==> config.mk <==
export PLATFORM = sky130hd
export DESIGN_NAME = bp_update_scheduler_flat
export DESIGN_NICKNAME = d
export VERILOG_FILES = /design/src/rtl/bp_update_scheduler_if.sv /design/src/rtl/bp_update_scheduler.sv /design/src/flat_wrapper.sv
export SDC_FILE = /design/constraint.sdc
export NUM_CORES = 1
export LEC_CHECK = 0
export CAP_MARGIN = 20
export CORE_ASPECT_RATIO = 1.75
export CORE_UTILIZATION = 58
export CTS_CLUSTER_DIAMETER = 150
export CTS_CLUSTER_SIZE = 40
export DETAILED_ROUTE_END_ITERATION = 8
export PLACE_DENSITY = 0.84
export SYNTH_ARGS = -nofsm -noshare
export SYNTH_HDL_FRONTEND = slang
export SYNTH_SLANG_ARGS = --single-unit
==> constraint.sdc <==
create_clock -name clk -period 3.88 [get_ports clk]
set_input_delay 0.776 -clock clk [delete_from_list [all_inputs] [get_ports clk]]
set_output_delay 0.776 -clock clk [all_outputs]
set_load 0.05 [all_outputs]
==> src/rtl/bp_update_scheduler_if.sv <==
// Bundle of update, rollback, table-port and status signals for bp_update_scheduler.
// slave: the scheduler side; master: the pipeline/table side that drives it.
interface bp_update_scheduler_if #(
  parameter int unsigned INDEX_WIDTH   = 12,
  parameter int unsigned COUNTER_WIDTH = 2
);
  logic                     PL_stall;
  logic                     upd_valid;
  logic [INDEX_WIDTH-1:0]   upd_index;
  logic                     upd_taken;
  logic                     upd_ready;
  logic                     rb_valid;
  logic [INDEX_WIDTH-1:0]   rb_index;
  logic [COUNTER_WIDTH-1:0] rb_count;
  logic [INDEX_WIDTH-1:0]   tbl_raddr;
  logic [COUNTER_WIDTH-1:0] tbl_rdata;
  logic                     tbl_we;
  logic [INDEX_WIDTH-1:0]   tbl_waddr;
  logic [COUNTER_WIDTH-1:0] tbl_wdata;
  logic                     init_done;
  logic                     busy;

  modport slave (
    input  PL_stall, upd_valid, upd_index, upd_taken, rb_valid, rb_index, rb_count, tbl_rdata,
    output upd_ready, tbl_raddr, tbl_we, tbl_waddr, tbl_wdata, init_done, busy
  );

  modport master (
    output PL_stall, upd_valid, upd_index, upd_taken, rb_valid, rb_index, rb_count, tbl_rdata,
    input  upd_ready, tbl_raddr, tbl_we, tbl_waddr, tbl_wdata, init_done, busy
  );
endinterface

==> src/rtl/bp_update_scheduler.sv <==
// Single write-port scheduler for a 2-bit pattern-history table: init sweep, FIFO-buffered
// pipelined RMW updates, rollback restore. Define BP_UPD_BYPASS_EN for the empty-FIFO bypass.
module bp_update_scheduler #(
  parameter int unsigned              INDEX_WIDTH   = 12,
  parameter int unsigned              COUNTER_WIDTH = 2,
  parameter logic [COUNTER_WIDTH-1:0] COUNTER_INIT  = '0,
  parameter int unsigned              FIFO_DEPTH    = 4
) (
  input logic                 clk,
  input logic                 rst,
  bp_update_scheduler_if.slave bus
);

  localparam int unsigned AddrW = $clog2(FIFO_DEPTH);
  localparam int unsigned PtrW  = AddrW + 1;
  localparam logic [COUNTER_WIDTH-1:0] CntMax = '1;

  localparam logic [0:0] StInit = 1'b0;
  localparam logic [0:0] StRun  = 1'b1;

  logic [0:0]             state_q, state_d;
  logic [INDEX_WIDTH-1:0] sweep_q, sweep_d;
  logic [PtrW-1:0]        wr_ptr_q, wr_ptr_d, rd_ptr_q, rd_ptr_d;
  logic [INDEX_WIDTH-1:0] fifo_idx_q [FIFO_DEPTH];
  logic                   fifo_tkn_q [FIFO_DEPTH];

  logic                     wr_vld_q, wr_vld_d;
  logic [INDEX_WIDTH-1:0]   wr_idx_q, wr_idx_d;
  logic                     wr_tkn_q, wr_tkn_d;
  logic                     fwd_vld_q, fwd_vld_d;
  logic [INDEX_WIDTH-1:0]   fwd_idx_q, fwd_idx_d;
  logic [COUNTER_WIDTH-1:0] fwd_data_q, fwd_data_d;

  logic                     in_run, fifo_empty, fifo_full, ready;
  logic                     accept, push, pop, byp, wr_fire;
  logic [INDEX_WIDTH-1:0]   head_idx;
  logic                     head_tkn;
  logic [COUNTER_WIDTH-1:0] old_cnt, new_cnt;

  always_comb begin
    in_run     = (state_q == StRun);
    fifo_empty = (wr_ptr_q == rd_ptr_q);
    fifo_full  = (wr_ptr_q[PtrW-1] != rd_ptr_q[PtrW-1]) &&
                 (wr_ptr_q[AddrW-1:0] == rd_ptr_q[AddrW-1:0]);
    head_idx   = fifo_idx_q[rd_ptr_q[AddrW-1:0]];
    head_tkn   = fifo_tkn_q[rd_ptr_q[AddrW-1:0]];
    // Rollback owns the cycle: no accept, no pop, the in-flight write is dropped.
    ready      = in_run && !fifo_full && !bus.rb_valid;
    accept     = bus.upd_valid && ready;
    pop        = in_run && !fifo_empty && !bus.PL_stall && !bus.rb_valid;
`ifdef BP_UPD_BYPASS_EN
    byp        = accept && fifo_empty && !bus.PL_stall;
`else
    byp        = 1'b0;
`endif
    push       = accept && !byp;
    wr_fire    = in_run && wr_vld_q && !bus.rb_valid;

    // The previous WR op's write lands on the same edge our read sampled, so forward it.
    old_cnt = (fwd_vld_q && (fwd_idx_q == wr_idx_q)) ? fwd_data_q : bus.tbl_rdata;
    if (wr_tkn_q) new_cnt = (old_cnt == CntMax) ? old_cnt : old_cnt + COUNTER_WIDTH'(1);
    else          new_cnt = (old_cnt == '0)     ? old_cnt : old_cnt - COUNTER_WIDTH'(1);
  end

  always_comb begin
    state_d    = state_q;
    sweep_d    = sweep_q;
    wr_ptr_d   = wr_ptr_q;
    rd_ptr_d   = rd_ptr_q;
    wr_vld_d   = pop || byp;
    wr_idx_d   = pop ? head_idx : bus.upd_index;
    wr_tkn_d   = pop ? head_tkn : bus.upd_taken;
    fwd_vld_d  = wr_fire;
    fwd_idx_d  = wr_idx_q;
    fwd_data_d = new_cnt;

    if (state_q == StInit) begin
      sweep_d = sweep_q + INDEX_WIDTH'(1);
      if (&sweep_q) state_d = StRun;
    end

    if (in_run && bus.rb_valid) begin
      wr_ptr_d = '0;
      rd_ptr_d = '0;
    end else begin
      if (push) wr_ptr_d = wr_ptr_q + PtrW'(1);
      if (pop)  rd_ptr_d = rd_ptr_q + PtrW'(1);
    end
  end

  always_comb begin
    bus.upd_ready = 1'b0;
    bus.tbl_raddr = '0;
    bus.tbl_we    = 1'b0;
    bus.tbl_waddr = '0;
    bus.tbl_wdata = '0;
    bus.init_done = 1'b0;
    bus.busy      = 1'b1;
    if (!rst) begin
      bus.upd_ready = ready;
      bus.init_done = in_run;
      bus.busy      = !in_run || !fifo_empty || wr_vld_q;
      if (pop)      bus.tbl_raddr = head_idx;
      else if (byp) bus.tbl_raddr = bus.upd_index;
      if (state_q == StInit) begin
        bus.tbl_we    = 1'b1;
        bus.tbl_waddr = sweep_q;
        bus.tbl_wdata = COUNTER_INIT;
      end else if (bus.rb_valid) begin
        bus.tbl_we    = 1'b1;
        bus.tbl_waddr = bus.rb_index;
        bus.tbl_wdata = bus.rb_count;
      end else if (wr_fire) begin
        bus.tbl_we    = 1'b1;
        bus.tbl_waddr = wr_idx_q;
        bus.tbl_wdata = new_cnt;
      end
    end
  end

  always_ff @(posedge clk) begin
    if (rst) begin
      state_q    <= StInit;
      sweep_q    <= '0;
      wr_ptr_q   <= '0;
      rd_ptr_q   <= '0;
      wr_vld_q   <= 1'b0;
      wr_idx_q   <= '0;
      wr_tkn_q   <= 1'b0;
      fwd_vld_q  <= 1'b0;
      fwd_idx_q  <= '0;
      fwd_data_q <= '0;
    end else begin
      state_q    <= state_d;
      sweep_q    <= sweep_d;
      wr_ptr_q   <= wr_ptr_d;
      rd_ptr_q   <= rd_ptr_d;
      wr_vld_q   <= wr_vld_d;
      wr_idx_q   <= wr_idx_d;
      wr_tkn_q   <= wr_tkn_d;
      fwd_vld_q  <= fwd_vld_d;
      fwd_idx_q  <= fwd_idx_d;
      fwd_data_q <= fwd_data_d;
    end
  end

  always_ff @(posedge clk) begin
    if (push && !rst) begin
      fifo_idx_q[wr_ptr_q[AddrW-1:0]] <= bus.upd_index;
      fifo_tkn_q[wr_ptr_q[AddrW-1:0]] <= bus.upd_taken;
    end
  end

endmodule
==> src/flat_wrapper.sv <==
// flat-port wrapper written by rule: the top's interface ports become plain ports
module bp_update_scheduler_flat 
#(
  parameter int unsigned              INDEX_WIDTH   = 12,
  parameter int unsigned              COUNTER_WIDTH = 2,
  parameter logic [COUNTER_WIDTH-1:0] COUNTER_INIT  = '0,
  parameter int unsigned              FIFO_DEPTH    = 4
)
  (clk, rst, bus_PL_stall, bus_upd_valid, bus_upd_index, bus_upd_taken, bus_rb_valid, bus_rb_index, bus_rb_count, bus_tbl_rdata, bus_upd_ready, bus_tbl_raddr, bus_tbl_we, bus_tbl_waddr, bus_tbl_wdata, bus_init_done, bus_busy);
  bp_update_scheduler_if #(.INDEX_WIDTH(INDEX_WIDTH), .COUNTER_WIDTH(COUNTER_WIDTH)) bus_i ();
  input logic clk;
  input logic rst;
  input wire logic [$bits(bus_i.PL_stall)-1:0] bus_PL_stall;
  input wire logic [$bits(bus_i.upd_valid)-1:0] bus_upd_valid;
  input wire logic [$bits(bus_i.upd_index)-1:0] bus_upd_index;
  input wire logic [$bits(bus_i.upd_taken)-1:0] bus_upd_taken;
  input wire logic [$bits(bus_i.rb_valid)-1:0] bus_rb_valid;
  input wire logic [$bits(bus_i.rb_index)-1:0] bus_rb_index;
  input wire logic [$bits(bus_i.rb_count)-1:0] bus_rb_count;
  input wire logic [$bits(bus_i.tbl_rdata)-1:0] bus_tbl_rdata;
  output wire logic [$bits(bus_i.upd_ready)-1:0] bus_upd_ready;
  output wire logic [$bits(bus_i.tbl_raddr)-1:0] bus_tbl_raddr;
  output wire logic [$bits(bus_i.tbl_we)-1:0] bus_tbl_we;
  output wire logic [$bits(bus_i.tbl_waddr)-1:0] bus_tbl_waddr;
  output wire logic [$bits(bus_i.tbl_wdata)-1:0] bus_tbl_wdata;
  output wire logic [$bits(bus_i.init_done)-1:0] bus_init_done;
  output wire logic [$bits(bus_i.busy)-1:0] bus_busy;
  assign bus_i.PL_stall = bus_PL_stall;
  assign bus_i.upd_valid = bus_upd_valid;
  assign bus_i.upd_index = bus_upd_index;
  assign bus_i.upd_taken = bus_upd_taken;
  assign bus_i.rb_valid = bus_rb_valid;
  assign bus_i.rb_index = bus_rb_index;
  assign bus_i.rb_count = bus_rb_count;
  assign bus_i.tbl_rdata = bus_tbl_rdata;
  assign bus_upd_ready = bus_i.upd_ready;
  assign bus_tbl_raddr = bus_i.tbl_raddr;
  assign bus_tbl_we = bus_i.tbl_we;
  assign bus_tbl_waddr = bus_i.tbl_waddr;
  assign bus_tbl_wdata = bus_i.tbl_wdata;
  assign bus_init_done = bus_i.init_done;
  assign bus_busy = bus_i.busy;
  bp_update_scheduler #(.INDEX_WIDTH(INDEX_WIDTH), .COUNTER_WIDTH(COUNTER_WIDTH), .COUNTER_INIT(COUNTER_INIT), .FIFO_DEPTH(FIFO_DEPTH)) u_core (.clk(clk), .rst(rst), .bus(bus_i));
endmodule
# ---- Yosys cells after proc, flatten, opt, wreduce, memory -nomap -nowiden
# Memories as Yosys holds them, arrays and structs flattened. A register that Yosys moved wholly into a read port is not among the register bits.
# Index checks and enable logic that the tools add are counted.
dict set report totals {
  register_bits 48
  output_inout_bits 30
  wordCells 76
  ram_bits 52
  input_bits 34
  mem_count 2
}
dict set report classes {
  eq_ne 5
  reduce_logical 23
  mux 31
  add_sub_neg 5
}
# memory depth width rd rd_clocked_by_memory_dff wr line
set mem_list {}
lappend mem_list {u_core.fifo_idx_q 4 12 1 1 1 bp_update_scheduler.sv:24} ;# logic [INDEX_WIDTH-1:0] fifo_idx_q [FIFO_DEPTH];
lappend mem_list {u_core.fifo_tkn_q 4 1 1 1 1 bp_update_scheduler.sv:25} ;# logic fifo_tkn_q [FIFO_DEPTH];
# cell count
set ops {}
lappend ops {{12-bit 2-to-1 mux} 7}
lappend ops {{2-bit 2-to-1 mux} 12}
lappend ops {{12-bit by 1-bit adder with 12-bit output, second input constant} 1}
lappend ops {{12-bit == test} 1}
lappend ops {{1-bit logical AND} 12}
lappend ops {{1-bit 2-to-1 mux} 12}
lappend ops {{12-bit AND reduction} 1}
lappend ops {{3-bit by 1-bit adder with 3-bit output, second input constant} 2}
lappend ops {{1-bit zero test} 6}
lappend ops {{3-bit == test} 1}
lappend ops {{2-bit by 1-bit adder with 2-bit output, second input constant} 1}
lappend ops {{2-bit == test} 1}
lappend ops {{2-bit == test, second input constant} 1}
lappend ops {{2-bit zero test} 1}
lappend ops {{1-bit logical OR} 2}
lappend ops {{2-bit OR reduction} 1}
lappend ops {{2-bit by 1-bit subtractor with 2-bit output, second input constant} 1}
lappend ops {{1-bit inequality test} 1}

# ---- Depth between registers and ports, before layout
dict set report logic_depth {
  ltp_word 10
  mapped_depth 6
  mapped_depth_nobuf 6
}

# ---- Least setup slack after synthesis
# Ideal clock, no wire load.
dict set report synth_timing {
  path_type {input port to flip-flop}
  startpoint {input port bus_rb_valid}
  endpoint {memory u_core.fifo_idx_q[0][0], enable pin}
  t_required_ps 3518
  n_path_buf 1
  setup_slack_ps 395
  arrival_time_ps 3123
  setup_ps 362
  cell_stages 4
  cell_sequence {buf_2 > nand2b_2 > a311oi_1 > and3_1}
}
dict set report synth_between {
  elab_chain_len 6
}
# element line
set synth_lines {}
lappend synth_lines {{start, declared} flat_wrapper.sv:17} ;# input wire logic [$bits(bus_i.rb_valid)-1:0] bus_rb_valid;
lappend synth_lines {{1-bit zero test} bp_update_scheduler.sv:48} ;# ready = in_run && !fifo_full && !bus.rb_valid;
lappend synth_lines {{1-bit logical AND} bp_update_scheduler.sv:48}
lappend synth_lines {{1-bit logical AND} bp_update_scheduler.sv:49} ;# accept = bus.upd_valid && ready;
lappend synth_lines {{1-bit logical AND} bp_update_scheduler.sv:148} ;# if (push && !rst) begin
lappend synth_lines {{1-bit 2-to-1 mux} bp_update_scheduler.sv:148}
lappend synth_lines {{1-bit 2-to-1 mux (not written as such)} bp_update_scheduler.sv:149} ;# fifo_idx_q[wr_ptr_q[AddrW-1:0]] <= bus.upd_index;
lappend synth_lines {{end, declared} bp_update_scheduler.sv:24}
# No other way between the ends.

# ---- Worst setup path in the final report
dict set report layout_timing {
  startpoint {input port bus_rb_valid}
  endpoint {output port bus_tbl_raddr[5]}
}
dict set report layout_between {
  elab_chain_len 4
}
# element line
set layout_lines {}
lappend layout_lines {{1-bit zero test} bp_update_scheduler.sv:50} ;# pop = in_run && !fifo_empty && !bus.PL_stall && !bus.rb_valid;
lappend layout_lines {{1-bit logical AND} bp_update_scheduler.sv:50}
lappend layout_lines {{12-bit 2-to-1 mux} bp_update_scheduler.sv:103} ;# if (pop) bus.tbl_raddr = head_idx;
lappend layout_lines {{12-bit 2-to-1 mux} bp_update_scheduler.sv:99} ;# if (!rst) begin
lappend layout_lines {{end, declared} flat_wrapper.sv:22} ;# output wire logic [$bits(bus_i.tbl_raddr)-1:0] bus_tbl_raddr;
# No other way between the ends.

==> impl_metrics.yaml <==
setup_path:
  crit_path_start_kind: "input port"
  worst-path-max-fanout: 13
  cp-end-kind: "output port"
  crit_slowest_cell: "and2b_1"
  worst-path-buf-inv: 2
  crit_arrival_ns: 2.58
  cp_slowest_stage_delay_ns: 0.43
  path_delay_family: "simple AND/OR/NAND/NOR gates"
  rr_startpoint: "u_core.in_run"
  r2r_setup_slack_ns: 1.36
  r2r_cells: 4
  crit_chain: "clkdlybuf4s50_1, nand2b_2, a311oi_4, and2b_1, and2_1, buf_12"
  r2r-end: "u_core.fifo_idx_q[1][9]"
  critPathKind: "in -> out"
  cp.required_ns: 3.10
hold_path:
  worstHoldPathCells: 1
  worstHoldEndpoint: "u_core.fwd_idx_q[9]"
  min-delay-start: "u_core.fwd_idx_d[9]"
  hold_path_class: "reg -> reg"
cts:
  cts.clk_slew.worst_paths_ns: 0.07
  h-tree-depth: 3
  cts_inserted_buffers: 9
  hold_buffers: 0
  cts.root.buffer_cell: "clkbuf_16"
  cts_buffer_depth: 2
  clkSinkCount: 102
  post-cts-setup-buffers: 0
  cts_tree: "yes"
  cts_resized: 0
  clock_latency_ns: 0.35
timing:
  relSlewSlack_pct: 38.1
  drv_slew: 0
  timing.hold.ws_ns: 0.501
  finalCritPeriodShare_pct: 86.5
  hold_viol: 0
  clock.fmax_mhz: 298
  tns_ns: 0
  setup_violations: 0
  max_slew.worst_pin.slew_ns: 0.927
  rsz0062_at_grt: "no"
  period_needed_ns: 3.36
  fin_skew_ns: 0.00995
floorplan:
  die_area_mm2: 0.00789
  initial_core_util_pct: 60.3
  coreArea_mm2: 0.00723
  rows: 41
  io-pin-count: 64
  die_h_um: 117
  die_w_um: 67.6
routing:
  vias_per_cell: 5.64
  wl_per_cell_um: 17.9
  routed_wl_um: 9340
  drcViolationCount: 0
  final_antenna_net_count: 0
  drt-initial-drc-count: 201
  dr.pass1.iters: 4
  routed-via-count: 2938
logic_synthesis:
  ys.warnings.count: 0
  synth.top_cell.area_share_pct: 35.8
  syn_inst: 368
  ys_ff_latch: 102
  synth_area_leader_cell: "edfxtp_1"
  yosys_most_used_dff: "edfxtp_1"
  async_flop_share_pct: 0
  synth.cell_area_mm2: 0.00436
  synth_edf_count: 52
  synth_cell_types: 34
  syn_nets: 408
  ys_seq_area_share_pct: 58.7
  syn_avg_cell_area_um2: 11.9
  synth.area.top_cells: "edfxtp_1, dfxtp_1, mux4_2"
global_routing:
  grt_max_degree: 59
  grtUsageTotal_pct: 26.1
  gr-total-overflow: 0
  grt_pass1_wl_um: 14300
  antenna_found_initial: 0
  grt_pass1_vias: 2897
place:
  gp_congestion: 0.867
  place_area_mm2: 0.00534
  dp_cells: 505
  io_buffers: 63
  dp_hpwl_um: 6340
final_layout:
  nets: 470
  area_growth_pct: 29.0
  fin_cells: 521
  drive_gt1_share_pct: 15.2
  antenna_cells: 0
  design_area_mm2: 0.00563
power_and_ir_drop:
  powerDensity_mw_per_mm2: 380
  ir_drop_uv: 369
  p_leak_uw: 0.00194
job:
  maxCapViolations: 0
status:
  status: "finished, final reports clean"
==> state kept, by name, indices dropped and copies added (netlist names), named ones only <==
name	cells
u_core.fifo_idx_q	48
u_core.fifo_tkn_q	4
u_core.fwd_data_q	2
u_core.fwd_idx_d	12
u_core.fwd_idx_q	12
u_core.fwd_vld_q	1
u_core.in_run	1
u_core.rd_ptr_q	3
u_core.sweep_q	12
u_core.wr_ptr_q	3
u_core.wr_tkn_q	1
u_core.wr_vld_q	1
==> cell families after synthesis <==
group                    count (synthesis)  share of synthesized area (%)
AND/OR/NAND/NOR                        141                           15.1
adder cells (fa/ha/maj)                  6                           1.72
XOR/XNOR                                30                           6.02
AO/OA/AOI/OAI                           38                           5.76
multiplexers                            30                           10.6
flip-flops                             102                           58.7
buffers and inverters                   21                           2.12
==> worst register-to-register path: stages, from the launching register on <==
cell      delay [ns]
dfxtp_1         0.33
buf_4           0.29
nand2b_2        0.17
a311oi_1        0.64
and3_1          0.73
==> through the flow <==
stage | setup WS, ns | util, % | power, uW
5_1_grt | 0.385 | 77.8 | 2200
3_5_place_dp | 0.432 | 73.8 | 1300
3_3_place_gp | 0.523 | 73.8 | 1300
4_1_cts | 0.433 | 77.8 | 2160
6_report | 0.525 | 77.8 | 2140
2_1_floorplan | 0.396 | - | 1240
==> final cells by class <==
type,instances,area (um2)
flip-flops and latches,102,2560
multi-input cells,245,1710
fillers,434,1610
repair buffers,68,943
clock buffers,9,225
well taps,86,108
clock inverters,7,65.1
inverters,4,15.0
==> report_power, final <==
group	internal [uW]	switching (uW)
clock	449	408
combinational	61.8	58.0
sequential	1150	13.6
total	1660	480
==> layer usage <==
| metal | track usage (%) | up-vias | wire length [um] |
|---|---|---|---|
| li1 | - | 1413 | - |
| met1 | 28.3 | 1408 | 3470 |
| met2 | 45.1 | 88 | 5130 |
| met3 | 4.59 | 29 | 311 |
| met4 | 17.0 | 0 | 427 |
| met5 | 0 | - | 0 |
==> layout by cell type, fill, tap and decap left out, drive strengths merged, types with 6 or more instances in the layout <==
master          n
and2           13
buf            34
clkbuf          9
clkdlybuf4s50  34
dfxtp          50
edfxtp         52
ha              6
inv             7
mux2i          17
mux4           13
nand2          35
nand3           6
nor2           56
nor2b          14
o211ai         12
o21ai          17
xnor2          21
xor2            9
==> synthesized netlist by cell type, types with 2 or more instances <==
master / number
nand3_1: 6
and3_1: 4
dfxtp_1: 50
buf_1: 5
buf_2: 2
xnor2_1: 21
nor2b_1: 14
ha_1: 6
nor3b_1: 2
o21ai_0: 17
a21oi_1: 5
or3_1: 2
xor2_1: 9
a311oi_1: 2
inv_1: 4
nand2_1: 35
mux4_2: 13
nor2_1: 56
mux2i_1: 17
edfxtp_1: 52
o211ai_1: 12
clkbuf_1: 8
and2_1: 13
nand4_1: 3
==> worst max path at each step <==
| stage | end | startpoint | slack, ns | cells past startpoint |
|---|---|---|---|---|
| after global routing | bus_tbl_raddr[2] | bus_rb_valid | 0.38 | 6 |
| after detailed placement | bus_tbl_raddr[4] | bus_rb_valid | 0.43 | 6 |
| after floorplan | u_core.fifo_idx_q[0][0] | bus_rb_valid | 0.40 | 4 |
| final | bus_tbl_raddr[5] | bus_rb_valid | 0.52 | 6 |
| after global placement | bus_tbl_raddr[8] | bus_rb_valid | 0.52 | 6 |
| after CTS | bus_tbl_raddr[1] | bus_rb_valid | 0.43 | 6 |
(Power assumes the default switching activity.)
